**src/rtl/q_window_counter_pkg.sv**
```systemverilog
// Shared types and defaults for the Q-transition window counter.
package q_window_pkg;
   typedef enum logic [1:0] {
      IDLE  = 2'b00,
      COUNT = 2'b01,
      HOLD  = 2'b10
   } state_t;

   localparam int CNT_W_DEF = 8;
   localparam int WIN_W_DEF = 8;
endpackage

```
**src/rtl/q_window_counter_if.sv**
```systemverilog
// Control/result bundle between a window-counter client (master) and the counter (slave).
interface q_window_counter_if
   import q_window_pkg::*;
#(
   parameter int CNT_W = CNT_W_DEF,
   parameter int WIN_W = WIN_W_DEF
);
   logic             Start;
   logic [WIN_W-1:0] Win_len;
   logic             Ready;
   logic [CNT_W-1:0] Count;
   logic             Ovf;
   logic             Valid;
   logic             Busy;

   modport master (output Start, Win_len, Ready, input Count, Ovf, Valid, Busy);
   modport slave  (input Start, Win_len, Ready, output Count, Ovf, Valid, Busy);
endinterface

```
**src/rtl/q_window_counter_edge_detect.sv**
```systemverilog
// Edge detector on Q_in against its previous-cycle sample.
// Q_BOTH_EDGES_EN: count any transition instead of rising edges only.
module q_edge_detect (
   input  logic Clk,
   input  logic Rst,
   input  logic Q_in,
   output logic q_event
);
   logic q_prev_q, q_prev_d;

   always_comb q_prev_d = Q_in;

   always_ff @(posedge Clk or posedge Rst) begin
      if (Rst) q_prev_q <= 1'b0;
      else     q_prev_q <= q_prev_d;
   end

`ifdef Q_BOTH_EDGES_EN
   assign q_event = Q_in ^ q_prev_q;
`else
   assign q_event = Q_in & ~q_prev_q;
`endif
endmodule

```
**src/rtl/q_window_counter.sv**
```systemverilog
// Counts Q_in events over a Win_len-cycle window and holds the result for a valid/ready reader.
// Q_BOTH_EDGES_EN selects any-transition counting in the edge detector.
module q_window_counter
   import q_window_pkg::*;
#(
   parameter int CNT_W = CNT_W_DEF,
   parameter int WIN_W = WIN_W_DEF
) (
   input  logic                Clk,
   input  logic                Rst,
   input  logic                Q_in,
   q_window_counter_if.slave   bus
);
   localparam logic [CNT_W-1:0] CNT_MAX = '1;

   state_t           state_q, state_d;
   logic [WIN_W-1:0] win_cnt_q, win_cnt_d;
   logic [CNT_W-1:0] count_q, count_d;
   logic             ovf_q, ovf_d;
   logic             q_event;

   q_edge_detect u_edge (
      .Clk     (Clk),
      .Rst     (Rst),
      .Q_in    (Q_in),
      .q_event (q_event)
   );

   always_comb begin
      state_d   = state_q;
      win_cnt_d = win_cnt_q;
      count_d   = count_q;
      ovf_d     = ovf_q;
      case (state_q)
         IDLE: begin
            if (bus.Start) begin
               win_cnt_d = bus.Win_len;
               count_d   = '0;
               ovf_d     = 1'b0;
               state_d   = (bus.Win_len == '0) ? HOLD : COUNT;
            end
         end
         COUNT: begin
            if (q_event) begin
               if (count_q == CNT_MAX) ovf_d   = 1'b1;
               else                    count_d = count_q + CNT_W'(1);
            end
            win_cnt_d = win_cnt_q - WIN_W'(1);
            if (win_cnt_q == WIN_W'(1)) state_d = HOLD;
         end
         HOLD: begin
            if (bus.Ready) state_d = IDLE;
         end
         default: state_d = IDLE;
      endcase
   end

   always_ff @(posedge Clk or posedge Rst) begin
      if (Rst) begin
         state_q   <= IDLE;
         win_cnt_q <= '0;
         count_q   <= '0;
         ovf_q     <= 1'b0;
      end else begin
         state_q   <= state_d;
         win_cnt_q <= win_cnt_d;
         count_q   <= count_d;
         ovf_q     <= ovf_d;
      end
   end

   assign bus.Count = count_q;
   assign bus.Ovf   = ovf_q;
   assign bus.Valid = (state_q == HOLD);
   assign bus.Busy  = (state_q != IDLE);
endmodule

```
**src/flat_wrapper.sv**
```systemverilog
// flat-port wrapper written by rule: the top's interface ports become plain ports
module q_window_counter_flat import q_window_pkg::*;
#(
   parameter int CNT_W = CNT_W_DEF,
   parameter int WIN_W = WIN_W_DEF
)
  (Clk, Rst, Q_in, bus_Start, bus_Win_len, bus_Ready, bus_Count, bus_Ovf, bus_Valid, bus_Busy);
  q_window_counter_if #(.CNT_W(CNT_W), .WIN_W(WIN_W)) bus_i ();
  input  logic Clk;
  input  logic Rst;
  input  logic Q_in;
  input wire logic [$bits(bus_i.Start)-1:0] bus_Start;
  input wire logic [$bits(bus_i.Win_len)-1:0] bus_Win_len;
  input wire logic [$bits(bus_i.Ready)-1:0] bus_Ready;
  output wire logic [$bits(bus_i.Count)-1:0] bus_Count;
  output wire logic [$bits(bus_i.Ovf)-1:0] bus_Ovf;
  output wire logic [$bits(bus_i.Valid)-1:0] bus_Valid;
  output wire logic [$bits(bus_i.Busy)-1:0] bus_Busy;
  assign bus_i.Start = bus_Start;
  assign bus_i.Win_len = bus_Win_len;
  assign bus_i.Ready = bus_Ready;
  assign bus_Count = bus_i.Count;
  assign bus_Ovf = bus_i.Ovf;
  assign bus_Valid = bus_i.Valid;
  assign bus_Busy = bus_i.Busy;
  q_window_counter #(.CNT_W(CNT_W), .WIN_W(WIN_W)) u_core (.Clk(Clk), .Rst(Rst), .Q_in(Q_in), .bus(bus_i));
endmodule
```
**config.mk**
```make
export PLATFORM = sky130hd
export DESIGN_NAME = q_window_counter_flat
export DESIGN_NICKNAME = d
export VERILOG_FILES = /design/src/rtl/q_window_counter_pkg.sv /design/src/rtl/q_window_counter_if.sv /design/src/rtl/q_window_counter_edge_detect.sv /design/src/rtl/q_window_counter.sv /design/src/flat_wrapper.sv
export SDC_FILE = /design/constraint.sdc
export NUM_CORES = 1
export LEC_CHECK = 0
export CAP_MARGIN = 20
export CORE_UTILIZATION = 54
export CTS_CLUSTER_SIZE = 8
export DETAILED_ROUTE_END_ITERATION = 8
export PLACE_DENSITY = 0.84
export SYNTH_ARGS = -nofsm -noshare
export SYNTH_HDL_FRONTEND = slang
export SYNTH_SLANG_ARGS = --single-unit
```
**constraint.sdc**
```tcl
create_clock -name Clk -period 3 [get_ports Clk]
set_clock_uncertainty 0.15 [all_clocks]
set_input_delay 0.6 -clock Clk [delete_from_list [all_inputs] [get_ports Clk]]
set_output_delay 0.6 -clock Clk [all_outputs]
set_load 0.005 [all_outputs]
```
Yosys cells after proc, flatten, opt, wreduce, memory -nomap -nowiden:

Cells that the tools add are included.

* register bits after elaboration: 20
* input port bits: 13
* output and inout port bits: 11
* logic and storage cells: 42

* add/subtract/negate cells: 2
* equal/unequal tests: 10
* multiplexer cells: 15
* bitwise gates (word level): 2
* reduce and logical (&&, ||, !) cells: 8

Operators by type and width (number)
* 2-to-1 mux 8 bit: 4
* case mux 8 bit (2 select lines): 2
* adder 8 x 1 -> 8 bit, second input constant: 1
* equality test 8 x 1 -> 1 bit, second input constant: 1
* equality test 8 bit, second input constant: 1
* zero test 8 bit: 1
* 2-to-1 mux 2 bit: 4
* AND reduction 4 bit: 2
* subtractor 8 x 1 -> 8 bit, second input constant: 1
* != test 2 x 1 -> 1 bit, second input constant: 3
* != test 2 bit, second input constant: 3
* case mux 2 bit (3 select lines): 1
* nonzero test 2 bit: 2
* 2-to-1 mux 1 bit: 3
* AND reduction 3 bit: 1
* equality test 2 x 1 -> 1 bit, second input constant: 1
* equality test 2 bit, second input constant: 1
* zero test 2 bit: 1
* case mux 1 bit (2 select lines): 1
* AND reduction 2 bit: 1
* bitwise AND 1 bit: 1
* NOT 1 bit: 1

Logic depth before layout (Yosys ltp):

* depth in word-level cells: 4
* depth in mapped cells: 6
* depth with buffers taken out: 6

By module:

From an unflattened synthesis, not the netlist that was laid out.

* cells, all modules: 138
* area total of the unflattened synthesis: 1203.7 µm²

By module, submodules not included
* q_window_counter: times used 1, cells an instance 135, area an instance 1161.1 µm²
* q_edge_detect: times used 1, cells an instance 3, area an instance 42.5 µm²

Worst setup path before layout:

OpenSTA, ideal clock, no wires.

* path type: input-to-reg
* from: input port bus_Start
* to: register u_core.count_q[3], in the netlist u_core.bus.Count[3]
* library setup time: 0.078 ns
* arrival: 1.623 ns
* required time: 2.772 ns
* path slack: 1.150 ns
* stages: 4
* path buffers: 0
* cells stage by stage: or3b_4 a21bo_1 or3_1 a21oi_1

* word-level cells in the longest chain between the ends: 2

RTL lines
* from (decl): RTL line flat_wrapper.sv:12 `input wire logic [$bits(bus_i.Start)-1:0] bus_Start;`
* != test 2 bit (no line)
* AND reduction 4 bit (no line)
* to (signal assigned): RTL line q_window_counter.sv:67 `count_q <= count_d;`
* to (decl): RTL line q_window_counter.sv:18 `logic [CNT_W-1:0] count_q, count_d;`

Every way passes these cells.
A chain may end at the register's enable or synchronous reset.

Worst setup path after layout:

* from: register u_core.state_q[1]
* to: output port bus_Valid

* word-level cells in the longest chain between the ends: 1

RTL lines
* from (decl): RTL line q_window_counter.sv:16 `state_t state_q, state_d;`
* from (signal assigned): RTL line q_window_counter.sv:65 `state_q <= state_d;`
* equality test 2 bit: RTL line q_window_counter.sv:74 `assign bus.Valid = (state_q == HOLD);`
* to (decl): RTL line flat_wrapper.sv:17 `output wire logic [$bits(bus_i.Valid)-1:0] bus_Valid;`

Every way passes these cells.

==> results.md <==
- The total number of vias is 1114.
- The post-cts hold buffer count is 0.
- The area occupied by multi-input gates is 608 um^2.
- Data on the critical path arrives at its endpoint at 1.87 ns.
- In the synthesized netlist the dominant register cell turns out to be sky130_fd_sc_hd__dfrtp_1.
- The via count normalized by instance count is 6.15.
- The total wirelength of the detailed-routed design is 2720 um.
- The highest net fanout along the worst path is 17.
- The hold violation count in the final report is 0.
- The worst-case clock buffer depth is 2.
- At the end of routability-driven placement, the weighted congestion stood at 0.850.
- The smallest hold slack is 0.386 ns.
- The number of standard cells after synthesis is 130.
- The root buffer selected by CTS is sky130_fd_sc_hd__clkbuf_4.
- Sorting the synthesized cells by area gives the leading types as sky130_fd_sc_hd__dfrtp_1, sky130_fd_sc_hd__nor2_1, sky130_fd_sc_hd__a21oi_1.
- Summed over all failing endpoints, the final setup total negative slack is 0 ns.
- The number of synthesized flops with an enable pin is 0.
- The first-pass GRT wire length is 4620 um.
- The most repeated cell in the gate-level netlist after synthesis is sky130_fd_sc_hd__dfrtp_1.
- The clock transition at the register clock pins on the worst setup and hold paths after CTS is 0.11 ns.
- Yosys printed 0 warnings.
- For this run, design rule violations remaining after detail routing come to 0.
- The number of DRC markers after the initial detailed-route iteration is 48.
- The I/O pin count is 24.
- The leading area contributor after synthesis is sky130_fd_sc_hd__dfrtp_1.
- The critical path launch point type is a flip-flop.
- The critical path class is flip-flop to output pin.
- The initial antenna violation count came to 0.
- The type of the worst min-delay path is flip-flop to flip-flop.
- The final critical path takes up 87.3% of the cycle.
- Post-CTS timing repair inserted 0 buffers for setup.
- Sequential cells were found to cover 43.2% of the synthesized design area.
- Measured in cells, the most critical reg-to-reg path has a length of 4.
- The internal power is 0.729 mW.
- The floorplan has 16 rows.
- The worst max-slew margin expressed relative to the limit is 50.9%.
- The maximum clock rate is 382 MHz.
- The slack of the worst reg-to-reg path is 1.00 ns.
- Measured along the x axis, the die boundary spans 48.3 um.
- The mean instance size in the synthesized netlist is 8.91 um^2.
- The clock drives 20 sinks.
- The half-perimeter wire length after placement is 2020 um.
- Dividing total power by cell area gives a power density of 792 nW/um^2.
- The global-route congestion overflow total is 0.
- The clock latency at the later pin of the worst-skew pair is 0.30 ns.
- The floorplan step set the die height to 48.3 um.
- In this run the most critical hold path is launched from u_core.bus.Ovf.
- The level count of the clock H-tree is 1.
- The parity-gate share of the synthesized area counting xor and xnor cells is 0%.
- The endpoint kind of the worst setup timing path is an output pin.
- Summed over all nets, the switching power comes to 0.422 mW.
- For hold timing, the worst endpoint is u_core.bus.Ovf.
- The power share of the clock group is 19.1%.
- Setup repair after global routing left no endpoint under its margin.
- The launch point of the worst path is u_core.state_q[1].
- The portion of synthesized area spent on multiplexers is 0.972%.
- The register share of total power is 39.8%.
- In this run the remaining antenna-violating nets after routing total 0.
- Summing the areas of all compound-gate instances in the mapped netlist gives 24.8% of the synthesized area.
- By area, the combinational part of the netlist is dominated by compound AO/OA/AOI/OAI gates.
- The arithmetic-cell share of the synthesized area counting full adders, half adders and majority gates is 3.24%.
- The power share of the combinational group is 41.2%.
- The proportion of synthesized flip-flops having asynchronous set or reset is 100%.
- The die covers 2330 um^2.
- The net total in the final layout is 171.
- The switching share of power is 36.7%.
- The analysis attributes to cell leakage a power of 0.604 nW.
- The clock period minus final worst setup slack is 2.62 ns.
- The flow ran to the end, and the final reports show no timing, DRC or antenna violations.
- Counting flops and latches in the post-synthesis netlist gives 20.
- The post-detailed-route wirelength per cell is 15.0 um.
- In the final layout, flip-flops and latches occupy 500 um^2.
- Gates resized during post-CTS repair numbered 0.
- The synthesized netlist contains 39 unique library cells.
- The global-route usage over all layers is 25.9%.
- VDD sags by at most 606 uV.
- The net count after synthesis is 146.
- Compared with the post-synthesis result, the final layout area differs by 25.6%.
- Before antenna repair, the detailed router went through 4 iterations.
- The placeable core area is 1980 um^2.
- TritonCTS built the clock tree.
- The number of antenna diodes is 0.
- Of the post-synthesis cell area, the dominant cell type holds 43.2%.
- The final setup violation count is 0.
- The final max-slew violation count is 0.
- Ranked by instance count, the synthesized netlist is headed by sky130_fd_sc_hd__dfrtp_1, sky130_fd_sc_hd__nor2_1, sky130_fd_sc_hd__a21oi_1.
- Cells with a size suffix above 1 make up 4.55% of the layout.
- The worst-margin pin slew is 0.735 ns.
- Summing every instance area after synthesis gives 1160 um^2.
- The total CTS buffers is 3.
- After Yosys synthesis, and, or, nand and nor cells account for 23.4% of the synthesized area.
- Counting instances, the worst hold path has a depth of 2.
- The critical path data required time is 2.25 ns.
- The starting utilization of the core area is 58.5%.
- The tool flagged a number of max-cap violations equal to 0.
- The critical register-to-register path endpoint is u_core.win_cnt_q[3].
- The largest net degree at the start of global routing is 21.
- Buffers placed on the I/O ports in this run total 23.
- The layout has 145 filler cells.
- The via count of the first global-routing pass came to 1006.
- The start of the worst register-to-register path is u_core.state_q[0].
[worst max-delay path: stages, from the launching register on]
cell                              delay [ns]
sky130_fd_sc_hd__dfrtp_1                0.66
sky130_fd_sc_hd__inv_1                  0.25
sky130_fd_sc_hd__nor2_1                 0.14
sky130_fd_sc_hd__clkdlybuf4s50_1        0.51
[area by class of cell]
class | count | area share (%)
Clock buffer | 3 | 1.55
Clock inverter | 1 | 2.06
Inverter | 8 | 2.06
Multi-Input combinational cell | 99 | 41.8
Sequential cell | 20 | 34.4
Tap cell | 27 | 2.32
Timing Repair Buffer | 23 | 15.8
[sequential cells by signal, indices dropped and copies added (netlist names)]
name and count:
u_core.u_edge.q_prev_q 1, u_core.state_q 2, u_core.bus.Ovf 1, u_core.win_cnt_q 8, u_core.bus.Count 8
[power groups by stage]
| stage | sequential, mW | combinational (mW) | clock, mW |
|---|---|---|---|
| final | 0.458 | 0.475 | 0.219 |
| after global routing | 0.474 | 0.524 | 0.238 |
| after CTS | 0.455 | 0.473 | 0.223 |
| after detailed placement | 0.460 | 0.470 | 0 |
| after global placement | 0.455 | 0.453 | 0 |
| after floorplan | 0.428 | 0.334 | 0 |
[logic make-up after synthesis]
group,Yosys count
AO/OA/AOI/OAI,44
adder cells (fa/ha/maj),3
multiplexers,1
buffers and inverters,11
AND/OR/NAND/NOR,51
flip-flops,20
[cell usage in the layout, fill, tap and decap left out, drive strengths merged]
cell / synthesis / routed
dfrtp: 20 / 20
clkbuf: 1 / 3
nand3: 2 / 2
nand4bb: 1 / 1
nand2: 6 / 6
a22oi: 2 / 2
bufinv: 0 / 1
a2bb2oi: 1 / 1
nor4: 1 / 1
nor3: 8 / 8
and2: 1 / 1
or3b: 1 / 1
ha: 3 / 3
a21o: 1 / 1
a21boi: 1 / 1
mux2: 1 / 1
clkdlybuf4s50: 0 / 23
a22o: 2 / 2
o32a: 1 / 1
inv: 8 / 8
or3: 4 / 4
or2b: 2 / 2
o2bb2ai: 1 / 1
nor2: 17 / 17
a31oi: 4 / 4
a311oi: 1 / 1
a41o: 2 / 2
a41oi: 1 / 1
nand3b: 1 / 1
o22a: 1 / 1
o22ai: 5 / 5
nor4b: 1 / 1
o21ai: 8 / 8
nor3b: 1 / 1
or4: 2 / 2
a21bo: 1 / 1
nor2b: 1 / 1
a21oi: 12 / 12
and3: 2 / 2
[layer usage]
metal  vias up  GRT usage, %  part of all wire, %
met2        46          39.0                   46
met1       526          37.1                   46
met5         -             0                    0
met3         5          5.66                  6.6
met4         0          8.82                  1.1
li1        537             -                    -
[how the worst max path moves through the flow]
stage | to | slack [ns] | cells past startpoint
after global routing | bus_Valid | 0.19 | 3
final | bus_Valid | 0.38 | 3
after CTS | bus_Valid | 0.39 | 3
after global placement | u_core.bus.Count[3] | 0.52 | 5
after floorplan | u_core.bus.Count[3] | 1.15 | 4
after detailed placement | u_core.bus.Count[3] | 0.49 | 5
[metrics by stage]
step | util, % | cell area (um^2) | setup slack, ns | cells | power (mW)
finish | 73.4 | 1460 | 0.380 | 181 | 1.15
global route | 73.4 | 1460 | 0.194 | 181 | 1.24
CTS | 73.4 | 1460 | 0.389 | 181 | 1.15
detailed placement | 70.8 | 1400 | 0.485 | 177 | 0.931
global placement | 70.8 | 1400 | 0.523 | 177 | 0.908
floorplan | - | 1160 | 1.15 | 130 | 0.762
Power figures use the tool's default switching activity.
